## config.mk

```make
export PLATFORM = sky130hd
export DESIGN_NAME = spike_stim_gen
export DESIGN_NICKNAME = d
export VERILOG_FILES = /design/src/rtl/spike_stim_gen.sv
export SDC_FILE = /design/constraint.sdc
export NUM_CORES = 1
export LEC_CHECK = 0
export ABC_AREA = 0
export CAP_MARGIN = 10
export CORE_MARGIN = 4
export CORE_UTILIZATION = 51
export CTS_CLUSTER_DIAMETER = 120
export DETAILED_ROUTE_END_ITERATION = 16
export PLACE_DENSITY = 0.77
export SLEW_MARGIN = 5
export SYNTH_ARGS = -nofsm -noshare
export SYNTH_HDL_FRONTEND = slang
export SYNTH_SLANG_ARGS = --single-unit
export TNS_END_PERCENT = 50
```

## constraint.sdc

```tcl
create_clock -name clk -period 6 [get_ports clk]
set_clock_uncertainty 0.15 [all_clocks]
set_input_delay 1.2 -clock clk [delete_from_list [all_inputs] [get_ports clk]]
set_output_delay 1.2 -clock clk [all_outputs]
set_load 0.005 [all_outputs]
```

## src/rtl/spike_stim_gen.sv

```systemverilog
// spike_stim_gen: multi-channel spike stimulus generator for SNN neuron arrays.
// A command loads one scene (idle, delayed step, periodic burst or per-channel
// LFSR random). The scene plays for cmd_duration cycles on the registered spike
// outputs, then a one-cycle FIN state pulses done. A running tally counts every
// asserted spike bit and saturates at its maximum.
module spike_stim_gen #(
  parameter int N_CH  = 2,
  parameter int CNT_W = 16
) (
  input  logic             clk,
  input  logic             rst,
  input  logic             cmd_valid,
  output logic             cmd_ready,
  input  logic [1:0]       cmd_mode,
  input  logic [CNT_W-1:0] cmd_duration,
  input  logic [CNT_W-1:0] cmd_period,
  input  logic [CNT_W-1:0] cmd_burst_len,
  input  logic [15:0]      cmd_thresh,
  input  logic [15:0]      cmd_seed,
  input  logic [N_CH-1:0]  cmd_mask,
  input  logic [N_CH-1:0]  cmd_pulse_mask,
  input  logic             abort,
  output logic [N_CH-1:0]  spike,
  output logic             busy,
  output logic             done,
  output logic             aborted,
  output logic [CNT_W-1:0] scene_cycle,
  output logic [CNT_W-1:0] spike_tally
);

  localparam logic [1:0]       MODE_IDLE   = 2'd0;
  localparam logic [1:0]       MODE_STEP   = 2'd1;
  localparam logic [1:0]       MODE_BURST  = 2'd2;
  localparam logic [1:0]       MODE_RANDOM = 2'd3;
  localparam logic [15:0]      LFSR_TAPS   = 16'hB400;
  localparam int               POP_W       = $clog2(N_CH + 1);
  // Wide enough that max tally plus a full popcount cannot wrap.
  localparam int               SUM_W       = CNT_W + POP_W;
  localparam logic [CNT_W-1:0] TALLY_MAX   = '1;

  typedef enum logic [1:0] {ST_IDLE, ST_RUN, ST_FIN} state_t;

  state_t state_reg, state_next;
  logic   accept;
  logic   finish;

  // Command fields captured at the accept edge.
  logic [1:0]       mode_reg;
  logic [CNT_W-1:0] duration_reg;
  logic [CNT_W-1:0] period_reg;
  logic [CNT_W-1:0] burst_len_reg;
  logic [15:0]      thresh_reg;
  logic [N_CH-1:0]  mask_reg;
  logic [N_CH-1:0]  pulse_mask_reg;

  // Scene progress: index i, burst phase p and one LFSR per channel.
  logic [CNT_W-1:0]      idx_reg;
  logic [CNT_W-1:0]      phase_reg;
  logic [N_CH-1:0][15:0] lfsr_reg;
  logic [N_CH-1:0][15:0] lfsr_seed;
  logic [N_CH-1:0][15:0] lfsr_adv;
  logic [N_CH-1:0][15:0] src_lfsr;

  logic [N_CH-1:0]  spike_reg;
  logic             done_reg;
  logic             aborted_reg;
  logic [CNT_W-1:0] tally_reg;
  logic [CNT_W-1:0] tally_next;
  logic [POP_W-1:0] pop;
  logic [SUM_W-1:0] tally_sum;

  // Pattern source: values describing the cycle that follows the next edge.
  // At accept they come straight from the command; in RUN from latched state.
  logic [1:0]       src_mode;
  logic [CNT_W-1:0] src_period;
  logic [CNT_W-1:0] src_half;
  logic [CNT_W-1:0] src_burst_len;
  logic [15:0]      src_thresh;
  logic [N_CH-1:0]  src_mask;
  logic [N_CH-1:0]  src_pulse_mask;
  logic [CNT_W-1:0] src_idx;
  logic [CNT_W-1:0] src_phase;
  logic [CNT_W-1:0] phase_last;
  logic [CNT_W-1:0] last_idx;
  logic [N_CH-1:0]  pattern_next;

  // Phase wraps at max(period,1)-1; P>>1 equals period>>1 for both cases.
  assign phase_last = (period_reg == '0) ? '0 : period_reg - 1'b1;
  assign last_idx   = duration_reg - 1'b1;
  assign src_half   = src_period >> 1;

  // State register.
  always_ff @(posedge clk) begin
    if (rst) state_reg <= ST_IDLE;
    else     state_reg <= state_next;
  end

  // Next-state logic with accept/finish strobes for the datapath.
  always_comb begin
    state_next = state_reg;
    accept     = 1'b0;
    finish     = 1'b0;
    case (state_reg)
      ST_IDLE: begin
        if (cmd_valid) begin
          accept     = 1'b1;
          state_next = (cmd_duration == '0) ? ST_FIN : ST_RUN;
        end
      end
      ST_RUN: begin
        if (abort || (idx_reg == last_idx)) begin
          finish     = 1'b1;
          state_next = ST_FIN;
        end
      end
      ST_FIN:  state_next = ST_IDLE;
      default: state_next = ST_IDLE;
    endcase
  end

  // Select the operands for the pattern of the upcoming cycle.
  always_comb begin
    src_mode       = mode_reg;
    src_period     = period_reg;
    src_burst_len  = burst_len_reg;
    src_thresh     = thresh_reg;
    src_mask       = mask_reg;
    src_pulse_mask = pulse_mask_reg;
    src_idx        = idx_reg + 1'b1;
    src_phase      = (phase_reg >= phase_last) ? '0 : phase_reg + 1'b1;
    if (accept) begin
      src_mode       = cmd_mode;
      src_period     = cmd_period;
      src_burst_len  = cmd_burst_len;
      src_thresh     = cmd_thresh;
      src_mask       = cmd_mask;
      src_pulse_mask = cmd_pulse_mask;
      src_idx        = '0;
      src_phase      = '0;
    end
  end

  genvar gi;
  generate
    for (gi = 0; gi < N_CH; gi++) begin : g_chan
      localparam logic [31:0] SEED_PROD = 32'(gi) * 32'h0000_9E37;
      logic [15:0] seed_raw;
      logic        chan_bit;

      // Per-channel decorrelated seed; the all-zero LFSR lock-up state is avoided.
      assign seed_raw       = cmd_seed ^ SEED_PROD[15:0];
      assign lfsr_seed[gi]  = (seed_raw == 16'h0000) ? 16'h0001 : seed_raw;
      assign lfsr_adv[gi]   = {1'b0, lfsr_reg[gi][15:1]} ^ (lfsr_reg[gi][0] ? LFSR_TAPS : 16'h0000);
      assign src_lfsr[gi]   = accept ? lfsr_seed[gi] : lfsr_adv[gi];

      // Unmasked pattern bit of this channel for the upcoming cycle.
      always_comb begin
        chan_bit = 1'b0;
        case (src_mode)
          MODE_IDLE:   chan_bit = 1'b0;
          MODE_STEP:   chan_bit = (src_idx >= src_period);
          MODE_BURST:  chan_bit = src_pulse_mask[gi] ? ((src_phase == '0) || (src_phase == src_half))
                                                     : (src_phase < src_burst_len);
          MODE_RANDOM: chan_bit = (src_lfsr[gi] < src_thresh);
          default:     chan_bit = 1'b0;
        endcase
      end

      assign pattern_next[gi] = chan_bit & src_mask[gi];
    end
  endgenerate

  // Popcount of the current spike vector and saturating accumulation.
  always_comb begin
    pop = '0;
    for (int k = 0; k < N_CH; k++) pop = pop + POP_W'(spike_reg[k]);
    tally_sum  = SUM_W'(tally_reg) + SUM_W'(pop);
    tally_next = (tally_sum > SUM_W'(TALLY_MAX)) ? TALLY_MAX : tally_sum[CNT_W-1:0];
  end

  // Scene datapath: latch command, step index/phase/LFSRs, register spikes.
  always_ff @(posedge clk) begin
    if (rst) begin
      mode_reg       <= MODE_IDLE;
      duration_reg   <= '0;
      period_reg     <= '0;
      burst_len_reg  <= '0;
      thresh_reg     <= '0;
      mask_reg       <= '0;
      pulse_mask_reg <= '0;
      idx_reg        <= '0;
      phase_reg      <= '0;
      lfsr_reg       <= {N_CH{16'h0001}};
      spike_reg      <= '0;
      done_reg       <= 1'b0;
      aborted_reg    <= 1'b0;
      tally_reg      <= '0;
    end else begin
      tally_reg   <= tally_next;
      done_reg    <= 1'b0;
      aborted_reg <= 1'b0;
      case (state_reg)
        ST_IDLE: begin
          if (accept) begin
            mode_reg       <= cmd_mode;
            duration_reg   <= cmd_duration;
            period_reg     <= cmd_period;
            burst_len_reg  <= cmd_burst_len;
            thresh_reg     <= cmd_thresh;
            mask_reg       <= cmd_mask;
            pulse_mask_reg <= cmd_pulse_mask;
            lfsr_reg       <= lfsr_seed;
            idx_reg        <= '0;
            phase_reg      <= '0;
            if (cmd_duration == '0) begin
              // Empty scene goes straight to FIN.
              spike_reg <= '0;
              done_reg  <= 1'b1;
            end else begin
              spike_reg <= pattern_next;
            end
          end
        end
        ST_RUN: begin
          lfsr_reg <= lfsr_adv;
          if (finish) begin
            spike_reg   <= '0;
            idx_reg     <= '0;
            phase_reg   <= '0;
            done_reg    <= 1'b1;
            aborted_reg <= abort;
          end else begin
            spike_reg <= pattern_next;
            idx_reg   <= src_idx;
            phase_reg <= src_phase;
          end
        end
        default: ;
      endcase
    end
  end

  assign cmd_ready   = (state_reg == ST_IDLE);
  assign busy        = (state_reg == ST_RUN);
  assign spike       = spike_reg;
  assign done        = done_reg;
  assign aborted     = aborted_reg;
  assign scene_cycle = idx_reg;
  assign spike_tally = tally_reg;

endmodule
```

==> results of run 1 <==
==> cells in the final DEF, fill, tap and decap left out, types with 15 or more instances in the layout <==
cell type	instances
nor2_1	159
xor2_1	40
mux2i_1	49
inv_1	22
nand4_1	25
a21o_1	23
nand3_1	23
nor3_1	38
a311oi_1	15
buf_4	28
clkdlybuf4s50_1	126
dfxtp_1	156
a22oi_1	17
nand2_1	165
nor4_1	23
a21oi_1	80
clkbuf_16	17
ha_1	83
xnor2_1	35
o21ai_0	26
==> through the flow <==
stage	cell area [µm²]	instances	hold WS, ps	worst slack (ps)	utilization (%)
6_report	12100	1616	306	428	63.8
5_1_grt	12100	1616	349	37.9	63.8
4_1_cts	12100	1615	307	217	63.7
3_5_place_dp	11500	1583	297	236	60.7
3_3_place_gp	11500	1583	291	345	60.7
2_1_floorplan	9960	1234	282	282	-
==> repair_timing <==
action,in CTS,in global routing
setup buffers,0,1
setup endpoints to repair,0,2
resized for setup,0,3
==> cell usage after synthesis, types with 4 or more instances <==
cell type	n	area, µm²
and2_1	10	62.6
buf_1	7	26.3
nand4_1	25	156
a21o_1	23	173
ha_1	83	1040
inv_1	22	82.6
o31ai_1	4	30.0
or4_1	5	37.5
nand2_1	165	619
and4_1	6	52.6
dfxtp_1	156	3120
o21ai_0	26	130
clkbuf_1	45	169
o22ai_1	8	50.1
nor4_1	24	150
o21a_1	10	75.1
a211o_1	5	43.8
buf_2	8	40.0
or3_1	9	56.3
a2bb2oi_1	7	61.3
xor2_1	40	350
o211ai_1	10	75.1
mux2i_1	49	490
a22oi_1	17	128
nor3_1	38	190
nand3_1	23	115
a211oi_1	11	82.6
nand2b_1	7	43.8
xnor2_1	35	307
a311oi_1	15	131
a31oi_1	7	43.8
nor2_1	160	601
nor2b_1	11	68.8
nor3b_1	4	30.0
or2_2	5	31.3
and3_1	9	56.3
a32oi_1	4	35.0
a21oi_1	80	400
==> worst max-delay path, delay by kind of cell (launching register included) <==
kind / cells / cell delay (ps)
AO/OA/AOI/OAI: 6 / 880
adder cells (fa/ha/maj): 2 / 410
buffers and inverters: 1 / 260
flip-flops: 1 / 360
AND/OR/NAND/NOR: 14 / 3380
==> cell type report <==
cell class | count | area (µm²) | area share (%)
repair buffers | 155 | 1490 | 12.3
clock inverters | 15 | 144 | 1.19
flip-flops and latches | 156 | 3120 | 25.8
multi-input cells | 990 | 6500 | 53.7
well taps | 260 | 325 | 2.69
clock buffers | 17 | 425 | 3.52
inverters | 23 | 86.3 | 0.714
==> routing by layer <==
metal | track usage, % | wire [µm] | part of all wire (%) | vias up
met4 | 8.43 | 597 | 2.1 | 0
met2 | 43.8 | 13800 | 48 | 284
met1 | 33.1 | 12500 | 44 | 4505
met3 | 4.94 | 1690 | 5.9 | 47
met5 | 0 | 0 | 0 | -
li1 | - | - | - | 4673
==> power breakdown <==
group | leakage (nW) | switching, mW | internal, mW
logic | 3.46 | 0.369 | 0.294
registers | 1.28 | 0.0437 | 1.09
clock network | 0.280 | 0.513 | 0.553
==> final timing paths <==
path,cells after the start,slack (ps),startpoint,to
hold / removal,2,310,lfsr_reg[21],lfsr_reg[20]
setup / recovery,23,430,period_reg[6],spike[1]
setup reg to reg,23,430,period_reg[6],spike[1]
hold reg to reg,2,310,lfsr_reg[21],lfsr_reg[20]
==> kinds of logic (layout without fill, tap and decap cells) <==
kind of cell / after synthesis / count (layout)
buffers and inverters: 88 / 210
adder cells (fa/ha/maj): 84 / 84
AO/OA/AOI/OAI: 259 / 259
multiplexers: 51 / 51
flip-flops: 156 / 156
AND/OR/NAND/NOR: 520 / 520
XOR/XNOR: 76 / 76
==> impl_metrics.env, run 1 <==
export IMPL_antenna_found_initial=0
export IMPL_firstDrtPassIters=5
export IMPL_maxCapViolCount=0
export IMPL_synth_top_family_by_area="simple AND/OR/NAND/NOR gates"
export IMPL_yosysWarnings=0
export IMPL_worstSetupStartpointType="flop"
export IMPL_largest_reg_flops=32
export IMPL_clock_sinks=156
export IMPL_die_x_um=148
export IMPL_synth_xor_area_share_pct=6.83
export IMPL_power_density_nw_per_um2=237
export IMPL_grt_pass1_wl_mm=46.2
export IMPL_worstMarginPinSlew_ps=920
export IMPL_layout_drive_gt1_share_pct=6.42
export IMPL_fin_nets=1517
export IMPL_hold_class="flop to flop"
export IMPL_fin_crit_ps=5570
export IMPL_drv_slew=0
export IMPL_cts_root_buf="clkbuf_16"
export IMPL_cts_path_max_buffers=2
export IMPL_leakagePower_nw=5.01
export IMPL_path_max_fanout=10
export IMPL_syn_nets=1408
export IMPL_final_fill_count=1669
export IMPL_fmax_ghz=0.179
export IMPL_synth_area_per_cell_um2=8.07
export IMPL_worstSkewPairLatency_ps=440
export IMPL_setup_viol=0
export IMPL_arrival_ps=5740
export IMPL_die_area_um2=21800
export IMPL_end_kind="flop"
export IMPL_first_iter_violations=824
export IMPL_fin_setup_tns_ps=0
export IMPL_ys_seq_area_share_pct=31.4
export IMPL_clk_pin_slew_worst_paths_ps=70
export IMPL_rsz0062_at_grt="false"
export IMPL_ys_types=77
export IMPL_finalPower_mw=2.86
export IMPL_max_stage_delay_ps=610
export IMPL_rows=50
export IMPL_critical_path_slowest_cell="or4_1"
export IMPL_required_ps=6170
export IMPL_ys_flop_type="dfxtp_1"
export IMPL_overflow=0
export IMPL_routedWlPerCell_um=17.7
export IMPL_cts_hold_buffers=0
export IMPL_start_util_pct=52.5
export IMPL_dp_hpwl_mm=21.3
export IMPL_drcViolationCount=0
export IMPL_outcome="complete, no violations"
export IMPL_worstPathCellList="or4_1, nor4_2, nand2b_1, nor2_1, nand4b_1, buf_4, nand2_1, ha_1, and4_1, a211oi_1, o221ai_1, or2_1, nor2_1, ha_1, nand4_1, or2_2, nor3_1, a211o_1, a311oi_1, o21a_1, or4_1, nand4b_1, o21ai_1"
export IMPL_via_per_inst=5.88
export IMPL_syn_inst=1234
export IMPL_die_h_um=148
export IMPL_ir_drop_mv=0.178
export IMPL_synth_edff_count=0
export IMPL_cts_made_buffers=17
export IMPL_synthSimpleGateAreaFrac_pct=24.6
export IMPL_ios=128
export IMPL_slew_headroom_pct=38.1
export IMPL_diodes=0
export IMPL_grt_max_degree=78
export IMPL_antenna_left=0
export IMPL_synth_seq_cells=156
export IMPL_crit_type="flop to flop"
export IMPL_layout_area_overhead_vs_synth_pct=21.4
export IMPL_synthArstFlopShare_pct=0
export IMPL_synth_compound_area_share_pct=17.8
export IMPL_fin_crit_sh_pct=92.9
export IMPL_track_usage_pct=25.8
export IMPL_io_buffers=127
export IMPL_final_hold_violation_count=0
export IMPL_yosys_mux_area_fraction_pct=5.15
export IMPL_drt_wl_total_mm=28.6
export IMPL_synthesis_area_um2=9960
export IMPL_synthAdderAreaFrac_pct=10.6
export IMPL_cts_tree="yes"
export IMPL_vias=9509
export IMPL_h_tree_depth=4
export IMPL_globalplace_congestion=0.971
export IMPL_grt_pass1_vias=9247
export IMPL_core_area_um2=19000
(Power assumes the default switching activity.)
==> inputs of run 2 (changes only) <==
CORE_UTILIZATION = 52   (was 51)
CTS_BUF_LIST = sky130_fd_sc_hd__clkbuf_8   (was not set)
HOLD_SLACK_MARGIN = 0.05   (was not set)
PLACE_DENSITY = 0.79   (was 0.77)
SETUP_SLACK_MARGIN = 0.3   (was not set)
==> run 2 against run 1 <==
Worst setup slack gained 190 ps; wire length grew 0.27%; global-route usage grew 0.31 points; register-to-register slack gained 190 ps; hold slack gained 9.2 ps; first-iteration DRC count grew 0.24%; via count grew 1.2%; sequential power is essentially flat; die area shrank 1.8%; flip-flop and latch count is the same; count of clock-buffer cells in the layout is the same; combinational power grew 2%; largest cell class unchanged; largest power group unchanged.
==> impl_metrics.env, run 2 (synthesis results as in run 1) <==
export IMPL_outcome="complete, no violations"
export IMPL_cts_made_buffers=17
export IMPL_arrival_ps=5590
export IMPL_busiest_layer="met2"
export IMPL_drcViolationCount=0
export IMPL_start_util_pct=53.1
export IMPL_layout_drive_gt1_share_pct=6.98
export IMPL_vias=9623
export IMPL_antenna_found_initial=0
export IMPL_clock_sinks=156
export IMPL_clk_pin_slew_worst_paths_ps=100
export IMPL_min_path_cells=2
export IMPL_worstSetupStartpointType="flop"
export IMPL_use_met2_pct=42.3
export IMPL_grt_pass1_vias=9243
export IMPL_crit_type="flop to flop"
export IMPL_routedWlPerCell_um=18.0
export IMPL_leakagePower_nw=4.98
export IMPL_power_density_nw_per_um2=224
export IMPL_dp_hpwl_mm=21.6
export IMPL_cts_resized=0
export IMPL_cts_tree="yes"
export IMPL_grt_max_degree=93
export IMPL_diodes=0
export IMPL_cts_path_max_buffers=2
export IMPL_layout_area_overhead_vs_synth_pct=20.4
export IMPL_fin_nets=1523
export IMPL_final_hold_violation_count=0
export IMPL_cts_setup_buffers=0
export IMPL_largest_reg_flops=32
export IMPL_multiInputGateArea_um2=6510
export IMPL_via_per_inst=6.03
export IMPL_final_cell_mix="nand2_1, nor2_1, dfxtp_1"
export IMPL_fin_setup_tns_ps=0
export IMPL_seqCellArea_um2=3120
export IMPL_track_usage_pct=26.1
export IMPL_hold_class="flop to flop"
export IMPL_fmax_ghz=0.186
export IMPL_core_area_um2=18800
export IMPL_pre_cts_slack_ps=485
export IMPL_final_fill_count=1660
export IMPL_die_area_um2=21400
export IMPL_grt_pass1_wl_mm=46.3
export IMPL_fin_crit_sh_pct=89.7
export IMPL_die_x_um=146
export IMPL_h_tree_depth=4
export IMPL_drt_wl_total_mm=28.7
export IMPL_rsz0062_at_grt="false"
export IMPL_end_kind="flop"
export IMPL_slew_headroom_pct=34.6
export IMPL_maxCapViolCount=0
export IMPL_worstSkewPairLatency_ps=470
export IMPL_drv_slew=0
export IMPL_globalplace_congestion=0.965
export IMPL_reg2regPathDepth=24
export IMPL_first_iter_violations=826
export IMPL_die_h_um=146
export IMPL_rows=50
export IMPL_io_buffers=127
export IMPL_worst_slack_ps=619
export IMPL_setup_viol=0
export IMPL_met1_usage_pct=34.1
export IMPL_layout_commonest_cell="nand2_1"
export IMPL_firstDrtPassIters=6
export IMPL_overflow=0
export IMPL_cts_root_buf="clkbuf_8"
export IMPL_use_met3_pct=7.01
export IMPL_worstMarginPinSlew_ps=980
export IMPL_required_ps=6210
export IMPL_path_max_fanout=8
export IMPL_antenna_left=0
export IMPL_ir_drop_mv=0.145
export IMPL_fin_crit_ps=5380
export IMPL_ios=128
export IMPL_cts_hold_buffers=0
==> run 2: power by group <==
part	total (mW)	switching, mW	internal (mW)
Combinational	0.676	0.375	0.301
Sequential	1.13	0.0436	1.09
Clock	0.874	0.478	0.396
==> run 2: worst paths after layout <==
| kind | start | endpoint | slack (ps) |
|---|---|---|---|
| worst min register to register | lfsr_reg[26] | lfsr_reg[25] | 320 |
| worst min-delay path | lfsr_reg[26] | lfsr_reg[25] | 320 |
| worst max-delay path | period_reg[6] | spike[1] | 620 |
| worst max register to register | period_reg[6] | spike[1] | 620 |
==> run 2: cell type report <==
type	count	area share, %
tap	234	2.44
inverter	23	0.720
sequential	156	26.0
timing repair buffer	161	12.9
multi-input combinational	990	54.3
clock buffer	17	1.95
clock inverter	15	1.67
==> run 2: stage by stage <==
step | hold WS [ps] | instances | util, % | power, mW | area, µm²
floorplan | 282 | 1234 | - | 1.59 | 9970
global placement | 291 | 1564 | 61.5 | 1.80 | 11500
detailed placement | 302 | 1564 | 61.5 | 1.82 | 11500
CTS | 317 | 1596 | 63.8 | 2.68 | 12000
global route | 343 | 1596 | 63.9 | 2.82 | 12000
finish | 316 | 1596 | 63.9 | 2.68 | 12000
==> run 2: layer usage <==
metal  share of wire (%)  wire, µm  up-vias
met3                 7.4      2130       56
met5                   0         0        -
li1                    -         -     4678
met4                 2.5       730        0
met1                  44     12500     4538
met2                  46     13300      351
==> run 2: critical path, cell delays in order (launching register included) <==
cell and delay (ps):
dfxtp_1 380, or4_1 620, nor4_2 220, nand2b_1 110, nor2_1 150, nand2_1 90, xnor2_1 140, nand2_1 80
ha_1 290, and4_1 220, o2111ai_2 200, a2111oi_4 260, buf_4 230, nor2_1 70, and2_1 140, ha_1 290
nand4_1 80, or2_2 310, nor3_1 250, a211o_1 160, a311oi_1 40, o21a_1 130, or4_1 510, nand4b_1 110
o21ai_1 60
